[src/rtl/data_mem_arbiter_if.sv]
// rtl/data_mem_arbiter_if.sv - CPU, DMA and data_mem bus signals shared through the data memory arbiter
interface data_mem_arbiter_if #(
    parameter int DATA_WIDTH = 32,
    parameter int CTRL_WIDTH = 3
);
    logic                  cpu_req;
    logic                  cpu_we;
    logic [DATA_WIDTH-1:0] cpu_addr;
    logic [DATA_WIDTH-1:0] cpu_wdata;
    logic [CTRL_WIDTH-1:0] cpu_ctrl;
    logic [DATA_WIDTH-1:0] cpu_rdata;
    logic                  cpu_stall;

    logic                  dma_req;
    logic                  dma_we;
    logic [DATA_WIDTH-1:0] dma_addr;
    logic [DATA_WIDTH-1:0] dma_wdata;
    logic [CTRL_WIDTH-1:0] dma_ctrl;
    logic [DATA_WIDTH-1:0] dma_rdata;
    logic                  dma_ready;

    logic [DATA_WIDTH-1:0] mem_a;
    logic [DATA_WIDTH-1:0] mem_wd;
    logic                  mem_we;
    logic [CTRL_WIDTH-1:0] mem_ctrl;
    logic [DATA_WIDTH-1:0] mem_rd;

    modport slave (
        input  cpu_req, cpu_we, cpu_addr, cpu_wdata, cpu_ctrl,
        output cpu_rdata, cpu_stall,
        input  dma_req, dma_we, dma_addr, dma_wdata, dma_ctrl,
        output dma_rdata, dma_ready,
        output mem_a, mem_wd, mem_we, mem_ctrl,
        input  mem_rd
    );

    modport master (
        output cpu_req, cpu_we, cpu_addr, cpu_wdata, cpu_ctrl,
        input  cpu_rdata, cpu_stall,
        output dma_req, dma_we, dma_addr, dma_wdata, dma_ctrl,
        input  dma_rdata, dma_ready,
        input  mem_a, mem_wd, mem_we, mem_ctrl,
        output mem_rd
    );
endinterface

[src/rtl/data_mem_arbiter.sv]
// rtl/data_mem_arbiter.sv - CPU/DMA single-port data memory arbiter; ARB_PERF_COUNTERS_EN adds perf counters
module data_mem_arbiter #(
    parameter int DATA_WIDTH = 32,
    parameter int CTRL_WIDTH = 3,
    parameter int MAX_WAIT   = 8,
    parameter int BURST_LEN  = 4
) (
    input  logic                  clk,
    input  logic                  rst,
    data_mem_arbiter_if.slave     bus,
    output logic [31:0]           perf_cpu_stalls,
    output logic [31:0]           perf_dma_xfers
);
    localparam int WW = $clog2(MAX_WAIT + 1);
    localparam int BW = $clog2(BURST_LEN + 1);
    localparam logic [WW-1:0] WAIT_LAST  = WW'(MAX_WAIT - 1);
    localparam logic [BW-1:0] BURST_LAST = BW'(BURST_LEN - 1);

    typedef enum logic {CPU_OWN = 1'b0, DMA_OWN = 1'b1} state_t;

    state_t        state, state_n;
    logic [WW-1:0] wait_cnt, wait_n;
    logic [BW-1:0] burst_cnt, burst_n;
    logic          dma_sel;
    logic          stall_c, ready_c, we_c;

    always_ff @(posedge clk) begin
        if (rst) begin
            state     <= CPU_OWN;
            wait_cnt  <= '0;
            burst_cnt <= '0;
        end else begin
            state     <= state_n;
            wait_cnt  <= wait_n;
            burst_cnt <= burst_n;
        end
    end

    always_comb begin
        state_n = state;
        wait_n  = wait_cnt;
        burst_n = burst_cnt;
        stall_c = 1'b0;
        ready_c = 1'b0;
        we_c    = 1'b0;
        dma_sel = 1'b0;
        case (state)
            CPU_OWN: begin
                we_c = bus.cpu_req & bus.cpu_we;
                if (bus.dma_req && bus.cpu_req)
                    wait_n = wait_cnt + 1'b1;
                if (bus.dma_req && (!bus.cpu_req || wait_cnt == WAIT_LAST)) begin
                    state_n = DMA_OWN;
                    wait_n  = '0;
                    burst_n = '0;
                end
            end
            DMA_OWN: begin
                // An idle DMA slot hands the bus straight back, so the CPU fields stay visible
                dma_sel = bus.dma_req;
                we_c    = bus.dma_req & bus.dma_we;
                ready_c = bus.dma_req;
                stall_c = bus.cpu_req;
                if (bus.dma_req)
                    burst_n = burst_cnt + 1'b1;
                if (!(!bus.cpu_req && bus.dma_req && burst_cnt < BURST_LAST))
                    state_n = CPU_OWN;
            end
            default: state_n = CPU_OWN;
        endcase
    end

    // Pending DMA work is dropped on reset: no write, no completion pulse
    assign bus.mem_we    = we_c & ~rst;
    assign bus.dma_ready = ready_c & ~rst;
    assign bus.cpu_stall = stall_c & ~rst;

    assign bus.mem_a     = dma_sel ? bus.dma_addr  : bus.cpu_addr;
    assign bus.mem_wd    = dma_sel ? bus.dma_wdata : bus.cpu_wdata;
    assign bus.mem_ctrl  = dma_sel ? bus.dma_ctrl  : bus.cpu_ctrl;

    assign bus.cpu_rdata = (state == CPU_OWN) ? bus.mem_rd : '0;
    assign bus.dma_rdata = bus.dma_ready ? bus.mem_rd : '0;

`ifdef ARB_PERF_COUNTERS_EN
    always_ff @(posedge clk) begin
        if (rst) begin
            perf_cpu_stalls <= '0;
            perf_dma_xfers  <= '0;
        end else begin
            if (bus.cpu_stall)
                perf_cpu_stalls <= perf_cpu_stalls + 32'd1;
            if (bus.dma_ready)
                perf_dma_xfers  <= perf_dma_xfers + 32'd1;
        end
    end
`else
    assign perf_cpu_stalls = '0;
    assign perf_dma_xfers  = '0;
`endif
endmodule

[src/flat_wrapper.sv]
// flat-port wrapper written by rule: the top's interface ports become plain ports
module data_mem_arbiter_flat 
#(
    parameter int DATA_WIDTH = 32,
    parameter int CTRL_WIDTH = 3,
    parameter int MAX_WAIT   = 8,
    parameter int BURST_LEN  = 4
)
  (clk, rst, perf_cpu_stalls, perf_dma_xfers, bus_cpu_req, bus_cpu_we, bus_cpu_addr, bus_cpu_wdata, bus_cpu_ctrl, bus_cpu_rdata, bus_cpu_stall, bus_dma_req, bus_dma_we, bus_dma_addr, bus_dma_wdata, bus_dma_ctrl, bus_dma_rdata, bus_dma_ready, bus_mem_a, bus_mem_wd, bus_mem_we, bus_mem_ctrl, bus_mem_rd);
  data_mem_arbiter_if #(.DATA_WIDTH(DATA_WIDTH), .CTRL_WIDTH(CTRL_WIDTH)) bus_i ();
  input  logic clk;
  input  logic rst;
  output logic [31:0] perf_cpu_stalls;
  output logic [31:0] perf_dma_xfers;
  input wire logic [$bits(bus_i.cpu_req)-1:0] bus_cpu_req;
  input wire logic [$bits(bus_i.cpu_we)-1:0] bus_cpu_we;
  input wire logic [$bits(bus_i.cpu_addr)-1:0] bus_cpu_addr;
  input wire logic [$bits(bus_i.cpu_wdata)-1:0] bus_cpu_wdata;
  input wire logic [$bits(bus_i.cpu_ctrl)-1:0] bus_cpu_ctrl;
  output wire logic [$bits(bus_i.cpu_rdata)-1:0] bus_cpu_rdata;
  output wire logic [$bits(bus_i.cpu_stall)-1:0] bus_cpu_stall;
  input wire logic [$bits(bus_i.dma_req)-1:0] bus_dma_req;
  input wire logic [$bits(bus_i.dma_we)-1:0] bus_dma_we;
  input wire logic [$bits(bus_i.dma_addr)-1:0] bus_dma_addr;
  input wire logic [$bits(bus_i.dma_wdata)-1:0] bus_dma_wdata;
  input wire logic [$bits(bus_i.dma_ctrl)-1:0] bus_dma_ctrl;
  output wire logic [$bits(bus_i.dma_rdata)-1:0] bus_dma_rdata;
  output wire logic [$bits(bus_i.dma_ready)-1:0] bus_dma_ready;
  output wire logic [$bits(bus_i.mem_a)-1:0] bus_mem_a;
  output wire logic [$bits(bus_i.mem_wd)-1:0] bus_mem_wd;
  output wire logic [$bits(bus_i.mem_we)-1:0] bus_mem_we;
  output wire logic [$bits(bus_i.mem_ctrl)-1:0] bus_mem_ctrl;
  input wire logic [$bits(bus_i.mem_rd)-1:0] bus_mem_rd;
  assign bus_i.cpu_req = bus_cpu_req;
  assign bus_i.cpu_we = bus_cpu_we;
  assign bus_i.cpu_addr = bus_cpu_addr;
  assign bus_i.cpu_wdata = bus_cpu_wdata;
  assign bus_i.cpu_ctrl = bus_cpu_ctrl;
  assign bus_cpu_rdata = bus_i.cpu_rdata;
  assign bus_cpu_stall = bus_i.cpu_stall;
  assign bus_i.dma_req = bus_dma_req;
  assign bus_i.dma_we = bus_dma_we;
  assign bus_i.dma_addr = bus_dma_addr;
  assign bus_i.dma_wdata = bus_dma_wdata;
  assign bus_i.dma_ctrl = bus_dma_ctrl;
  assign bus_dma_rdata = bus_i.dma_rdata;
  assign bus_dma_ready = bus_i.dma_ready;
  assign bus_mem_a = bus_i.mem_a;
  assign bus_mem_wd = bus_i.mem_wd;
  assign bus_mem_we = bus_i.mem_we;
  assign bus_mem_ctrl = bus_i.mem_ctrl;
  assign bus_i.mem_rd = bus_mem_rd;
  data_mem_arbiter #(.DATA_WIDTH(DATA_WIDTH), .CTRL_WIDTH(CTRL_WIDTH), .MAX_WAIT(MAX_WAIT), .BURST_LEN(BURST_LEN)) u_core (.clk(clk), .rst(rst), .bus(bus_i), .perf_cpu_stalls(perf_cpu_stalls), .perf_dma_xfers(perf_dma_xfers));
endmodule
[config.mk]
export PLATFORM = sky130hd
export DESIGN_NAME = data_mem_arbiter_flat
export DESIGN_NICKNAME = d
export VERILOG_FILES = /design/src/rtl/data_mem_arbiter_if.sv /design/src/rtl/data_mem_arbiter.sv /design/src/flat_wrapper.sv
export SDC_FILE = /design/constraint.sdc
export NUM_CORES = 1
export LEC_CHECK = 0
export CORE_AREA = 2 2 146 148
export DETAILED_ROUTE_END_ITERATION = 7
export DIE_AREA = 0 0 148 150
export SYNTH_ARGS = -nofsm -noshare
export SYNTH_HDL_FRONTEND = slang
export SYNTH_SLANG_ARGS = --single-unit
export TNS_END_PERCENT = 5
[constraint.sdc]
create_clock -name clk -period 2.9 [get_ports clk]
set_clock_uncertainty 0.2 [all_clocks]
set_input_delay 0.725 -clock clk [delete_from_list [all_inputs] [get_ports clk]]
set_output_delay 0.725 -clock clk [all_outputs]
set_load 0.03 [all_outputs]
==> impl_metrics.env <==
export IMPL_grt_start_max_net_pins=41
export IMPL_async_flop_share_pct=0
export IMPL_synth_area_leader_cell="mux2_2"
export IMPL_place_gp_congestion=0.712
export IMPL_cp_end_kind="output pin"
export IMPL_power_uw=1280
export IMPL_initial_core_util_pct=10.8
export IMPL_area_growth_pct=146
export IMPL_grt_pass1_wl_um=14800
export IMPL_clk_pin_slew_ps=40
export IMPL_hold_viol_final=0
export IMPL_syn_mean_instance_area_sq_um=8.44
export IMPL_synth_most_common_cell="buf_4"
export IMPL_cts_htree_levels=1
export IMPL_synthFlopType="dfxtp_1"
export IMPL_final_cells=847
export IMPL_hold_path_class="register to register"
export IMPL_syn_cell_area_sq_um=2240
export IMPL_stdcell_area_sq_um=5530
export IMPL_maxCapViolations=0
export IMPL_cts_buffers_inserted=3
export IMPL_fin_crit_ps=2880
export IMPL_placedCellCount=839
export IMPL_core_area_sq_um=20700
export IMPL_synth_xor_area_share_pct=0
export IMPL_drc=0
export IMPL_routed_via_density=3.29
export IMPL_rsz0062_at_grt="yes"
export IMPL_drtPass1Iterations=4
export IMPL_ys_types=30
export IMPL_avgRoutedWirePerCell_um=12.5
export IMPL_yosys_top_cells_area="mux2_2 (24%), buf_4 (22%), mux2_4 (13%), nor2b_1 (9.5%), and2_1 (8.9%)"
export IMPL_synthSimpleGateAreaFrac_pct=24.1
export IMPL_synth_warnings=0
export IMPL_synth_edf_count=0
export IMPL_hpwl_um=8630
export IMPL_antenna_found_initial=0
export IMPL_ant_nets=0
export IMPL_synth_top_family_by_area="multiplexers"
export IMPL_power_density_nw_per_um2=231
export IMPL_cp_arrival_ps=1950
export IMPL_cts_num_sinks=8
export IMPL_status="finished, final reports clean"
export IMPL_synth_mux_area_fraction_pct=36.8
export IMPL_portBuffers=305
export IMPL_drive_above_1_share_pct=36.7
export IMPL_rows=53
export IMPL_clockRootBuffer="clkbuf_16"
export IMPL_drt_initial_drc_count=52
export IMPL_critical_path_class="input pin to output pin"
export IMPL_vias=2789
export IMPL_grt_overflow=0
export IMPL_required_ps=1980
export IMPL_antenna_cells=0
export IMPL_synth_compound_area_share_pct=4.01
export IMPL_die_area_sq_um=22200
export IMPL_max_freq_mhz=347
export IMPL_report_final_slew_viol_count=0
export IMPL_drt_wl_total_um=10600
export IMPL_ir_drop_mv=0.185
export IMPL_grtUsageTotal_pct=8.35
export IMPL_synth_top_cell_area_share_pct=24.1
export IMPL_clockBufferDepth=2
export IMPL_synth_seq_cells=8
export IMPL_setup_viol=0
export IMPL_ioPinCount=370
export IMPL_nets=748
export IMPL_power_leakage_uw=0.00252
export IMPL_die_w_um=148
export IMPL_synthCells=266
export IMPL_start_kind="input pin"
export IMPL_cts_tree="done"
export IMPL_worstSkewPairLatency_ps=230
export IMPL_ys_seq_area_share_pct=7.13
export IMPL_postPlaceCellArea_sq_um=5230
export IMPL_path_max_fanout=9
export IMPL_grt_pass1_vias=2816
export IMPL_synth_fa_ha_area_share_pct=1.11
export IMPL_synth_commonest_cells="buf_4 (66), mux2_2 (48), nor2b_1 (34)"
export IMPL_die_h_um=150
export IMPL_fin_crit_sh_pct=99.2
-- report_power, final --
group / internal [uW] / leakage [uW] / switching, uW / total (uW)
Sequential: 113 / 0.0000649 / 2.74 / 116
Combinational: 447 / 0.00241 / 481 / 927
Clock: 178 / 0.0000370 / 57.2 / 235
-- worst max-delay path, cell delays in order --
cell and delay (ps):
clkdlybuf4s15_2 210, nand2_4 130, buf_12 140, buf_16 130, buf_4 130, mux2_2 350
buf_6 140
-- placed cells by master (no fill, tap or decap), types with 2 or more instances in the layout --
cell | synthesis | final
a211oi_1 | 2 | 2
o32ai_1 | 2 | 2
nand2_1 | 5 | 5
nand4_1 | 2 | 2
nor2b_1 | 34 | 34
dfxtp_1 | 8 | 8
clkdlybuf4s15_2 | 0 | 20
mux2_4 | 19 | 27
clkdlybuf4s15_1 | 0 | 5
buf_16 | 0 | 3
ha_1 | 2 | 2
buf_4 | 66 | 61
clkbuf_2 | 0 | 13
clkdlybuf4s50_1 | 0 | 170
dlygate4sd2_1 | 0 | 9
buf_12 | 0 | 6
nand3_1 | 4 | 4
a21oi_1 | 6 | 6
a31oi_1 | 2 | 2
clkbuf_16 | 0 | 3
nor2_1 | 2 | 2
nand4b_1 | 2 | 2
inv_1 | 5 | 5
and2_1 | 32 | 31
conb_1 | 1 | 64
buf_6 | 3 | 33
mux2_2 | 48 | 40
-- per-layer routing --
layer / track usage, % / vias to the layer above / routed length (um)
met2: 16.1 / 173 / 5770
met3: 1.62 / 4 / 792
met4: 0.952 / 0 / 36
met1: 9.82 / 1235 / 3960
met5: 0 / - / 0
li1: - / 1377 / -
-- worst paths after layout --
check / startpoint / end / slack [ps] / cells after the start
worst max-delay path: bus_dma_req / bus_mem_wd[3] / 20 / 7
worst min-delay path: u_core.burst_cnt[1] / u_core.burst_cnt[1] / 290 / 2
worst max register to register: u_core.state / u_core.burst_cnt[1] / 1230 / 4
worst min register to register: u_core.burst_cnt[1] / u_core.burst_cnt[1] / 290 / 2
-- timing repair --
action / 4_1_cts / 5_1_grt
resized for setup: 141 / 67
cloned: 3 / 0
setup endpoints to repair: 100 / 68
endpoints found under the hold margin: 0 / 0
pin swaps: 1 / 0
buffers inserted: 2 / 0
hold buffers: 0 / 0
-- area by class of cell --
class | count | area, sq um
multi-input combinational | 235 | 1760
timing repair buffer | 321 | 3170
sequential | 8 | 160
fill | 2266 | 15200
clock buffer | 3 | 75.1
inverter | 5 | 18.8
tap | 275 | 344
-- cell families (layout without fill, tap and decap cells) --
logic type | count (synthesis) | count (layout)
other | 1 | 64
multiplexers | 67 | 67
AO/OA/AOI/OAI | 14 | 14
adder cells (fa/ha/maj) | 2 | 2
AND/OR/NAND/NOR | 88 | 88
flip-flops | 8 | 8
buffers and inverters | 86 | 329
-- registers in the layout, indices dropped and copies added, names as in the netlist --
| name | flops |
|---|---|
| u_core.burst_cnt | 3 |
| u_core.state | 1 |
| u_core.wait_cnt | 4 |
-- through the flow --
stage / setup slack (ps) / utilization [%] / hold WS, ps / setup TNS, ps
floorplan: 295 / - / 257 / 0
global placement: -542 / 25.3 / 279 / -35920
detailed placement: -575 / 25.3 / 282 / -38080
CTS: -12.0 / 26.3 / 288 / -89.3
global route: -27.4 / 26.7 / 314 / -297
finish: 21.9 / 26.7 / 285 / 0
No activity file was read; power rests on OpenSTA's default activity.
==> patch (config.mk and constraints unchanged) <==
`MAX_WAIT` is set to 8 in 2 places; all go to 16.
--- a/src/rtl/data_mem_arbiter.sv
+++ b/src/rtl/data_mem_arbiter.sv
@@ -3,5 +3,5 @@
     parameter int DATA_WIDTH = 32,
     parameter int CTRL_WIDTH = 3,
-    parameter int MAX_WAIT   = 8,
+    parameter int MAX_WAIT   = 16,
     parameter int BURST_LEN  = 4
 ) (
--- a/src/flat_wrapper.sv
+++ b/src/flat_wrapper.sv
@@ -4,5 +4,5 @@
     parameter int DATA_WIDTH = 32,
     parameter int CTRL_WIDTH = 3,
-    parameter int MAX_WAIT   = 8,
+    parameter int MAX_WAIT   = 16,
     parameter int BURST_LEN  = 4
 )
Check against the original RTL: not equivalent (a bounded check fails within 10 cycles, from zero or initial values and one cycle with rst high).
==> patch against the original RTL <==
Total power down 3.0%; cell count is 2.2% higher; final area up 2.3%; maximum frequency grew 0.65%; count of clock-buffer cells in the layout grew 1; sequential cell count rose by 1; area after synthesis shrank 2.1%; routed wire length about the same; setup slack improved by 0.019 ns; die area did not move; largest cell class unchanged.
==> patch: results (changes against the original RTL) <==
Ant. Diodes = 0 (unchanged)
GRT Util Overall = 7.70% (-0.66 points)
Reg2reg setup slack = 0.83 ns (-0.40 ns)
Worst-path maximum fanout = 8 (-1)
Met3 Usage GRT = 2.32% (+0.70 points)
Router iterations before antenna repair = 4 (unchanged)
Leading post-synthesis cells by cell area = mux2_2 (34%), buf_4 (22%), and2_1 (9.1%), nor2b_1 (8.5%), dfxtp_1 (8.2%)
Dpl cells = 853 (+1.7%)
M2 GR Usage = 16.2% (+0.093 points)
Fin cells = 866 (+2.2%)
Via density = 3.39 (+3.0%)
Post-Syn Area per Cell = 8.26 µm² (-2.1%)
Distinct cells, synth = 32 (+6.7%)
IO buf count = 305 (unchanged)
Post-synth EDFFs = 0 (unchanged)
DPL Wire Length = 8330 µm (-3.6%)
Ratio of cells with drive above 1 in the final layout = 41.3% (+4.6 points)
Switch share = 41.5% (-0.78 points)
Number of fill cells = 2,230 (-1.6%)
Yosys warns = 0 (unchanged)
Post-synth top cells = mux2_2 (67), buf_4 (64), and2_1 (32)
First-pass GRT wire length = 13,800 µm (-6.7%)
Maximum vdd drop = 0.169 mV (-8.7%)
Synth top area share = 34.3% (+10 points)
TritonCTS buffer count = 3 (unchanged)
Nets@finish = 767 (+2.5%)
Pleak = 2.47 nW (-1.7%)
Status = complete, no violations
Initial DRC count = 24 (-54%)
Sequential share of the synthesized area = 8.20% (+1.1 points)
Routability Congestion = 0.699 (-1.8%)
Top Registers = u_core.wait_cnt: 5 flops, u_core.burst_cnt: 3 flops, u_core.state: 1 flops
Vias in the first global route = 2,720 (-3.4%)
Async SR Flop Fraction = 0% (unchanged)
Worst hold margin = 0.259 ns (-0.0259 ns)
Worst path arrival time = 1.93 ns (-0.02 ns)
Clk_lat worst skew = 0.23 ns (about the same)
Met1 Use GR = 7.59% (-2.2 points)
Wirelength per Cell = 12.2 µm (-2.2%)
Top_reg_cell synth = dfxtp_1
patch: changes by cell type after synthesis, moves of 3 or more:
cell / unedited run / this run
mux2_2: 48 / 67
nand2_1: 5 / 2
buf_2: 5 / 8
nor2b_1: 34 / 30
mux2_4: 19 / 0
o21ai_0: 1 / 4
and2b_1: 0 / 3
nand2b_1: 1 / 4
patch: worst max-delay path, cell delays in order:
cell and delay [ns]:
buf_2 0.11, nand2_4 0.09, buf_16 0.16, buf_4 0.14, nor2_4 0.11, buf_12 0.14, clkbuf_16 0.15, and2_1 0.15
buf_6 0.14
patch: power groups by stage:
stage	Sequential [mW]	Clock (mW)	Combinational [mW]
after floorplan	0.131	0	0.509
after global placement	0.131	0	0.882
after detailed placement	0.131	0	0.883
after CTS	0.129	0.252	0.883
after global routing	0.129	0.259	0.914
final	0.129	0.244	0.867
patch: repair_timing:
action                     in CTS  in global routing
setup buffers                   0                  3
setup endpoints to repair     100                 77
gates cloned                    2                  4
resized for setup             233                 54
pin swaps                       1                  1
patch: routing by layer:
layer	share of wire (%)	vias up
li1	-	1416
met1	32	1309
met2	57	211
met3	12	2
met4	0.11	0
met5	0	-
patch: logic make-up (layout without fill, tap and decap cells):
family | Yosys count | in the layout | share of synthesized area (%)
other cells | 1 | 64 | 0.171
simple gates | 89 | 89 | 25.6
flops | 9 | 9 | 8.20
buf+inv | 82 | 344 | 25.7
compound gates | 14 | 14 | 3.76
fa+ha+maj | 3 | 3 | 1.71
mux | 68 | 68 | 34.8
patch: worst paths after layout:
path                                        start                               to  depth (start not counted)
setup reg to reg  u_core.wait_cnt[0]$_SDFFE_PP0P_  u_core.wait_cnt[3]$_SDFFE_PP0P_                          6
hold / removal    u_core.wait_cnt[4]$_SDFFE_PP0P_  u_core.wait_cnt[4]$_SDFFE_PP0P_                          2
setup / recovery                      bus_dma_req                bus_dma_rdata[24]                          9
hold reg to reg   u_core.wait_cnt[4]$_SDFFE_PP0P_  u_core.wait_cnt[4]$_SDFFE_PP0P_                          2
patch: per-stage QoR:
step	instance area (µm²)	setup WS, ns
2_1_floorplan	2430	0.371
5_1_grt	5660	-0.0203
6_report	5660	0.0404
3_3_place_gp	5360	-0.565
4_1_cts	5690	-0.139
3_5_place_dp	5360	-0.599
patch: cell type report:
type,instances,area (µm²),share of cell area [%]
repair buffers,337,3330,58.9
multi-input cells,238,1710,30.3
well taps,275,344,6.08
flip-flops and latches,9,180,3.18
clock buffers,4,78.8,1.39
inverters,3,11.3,0.199
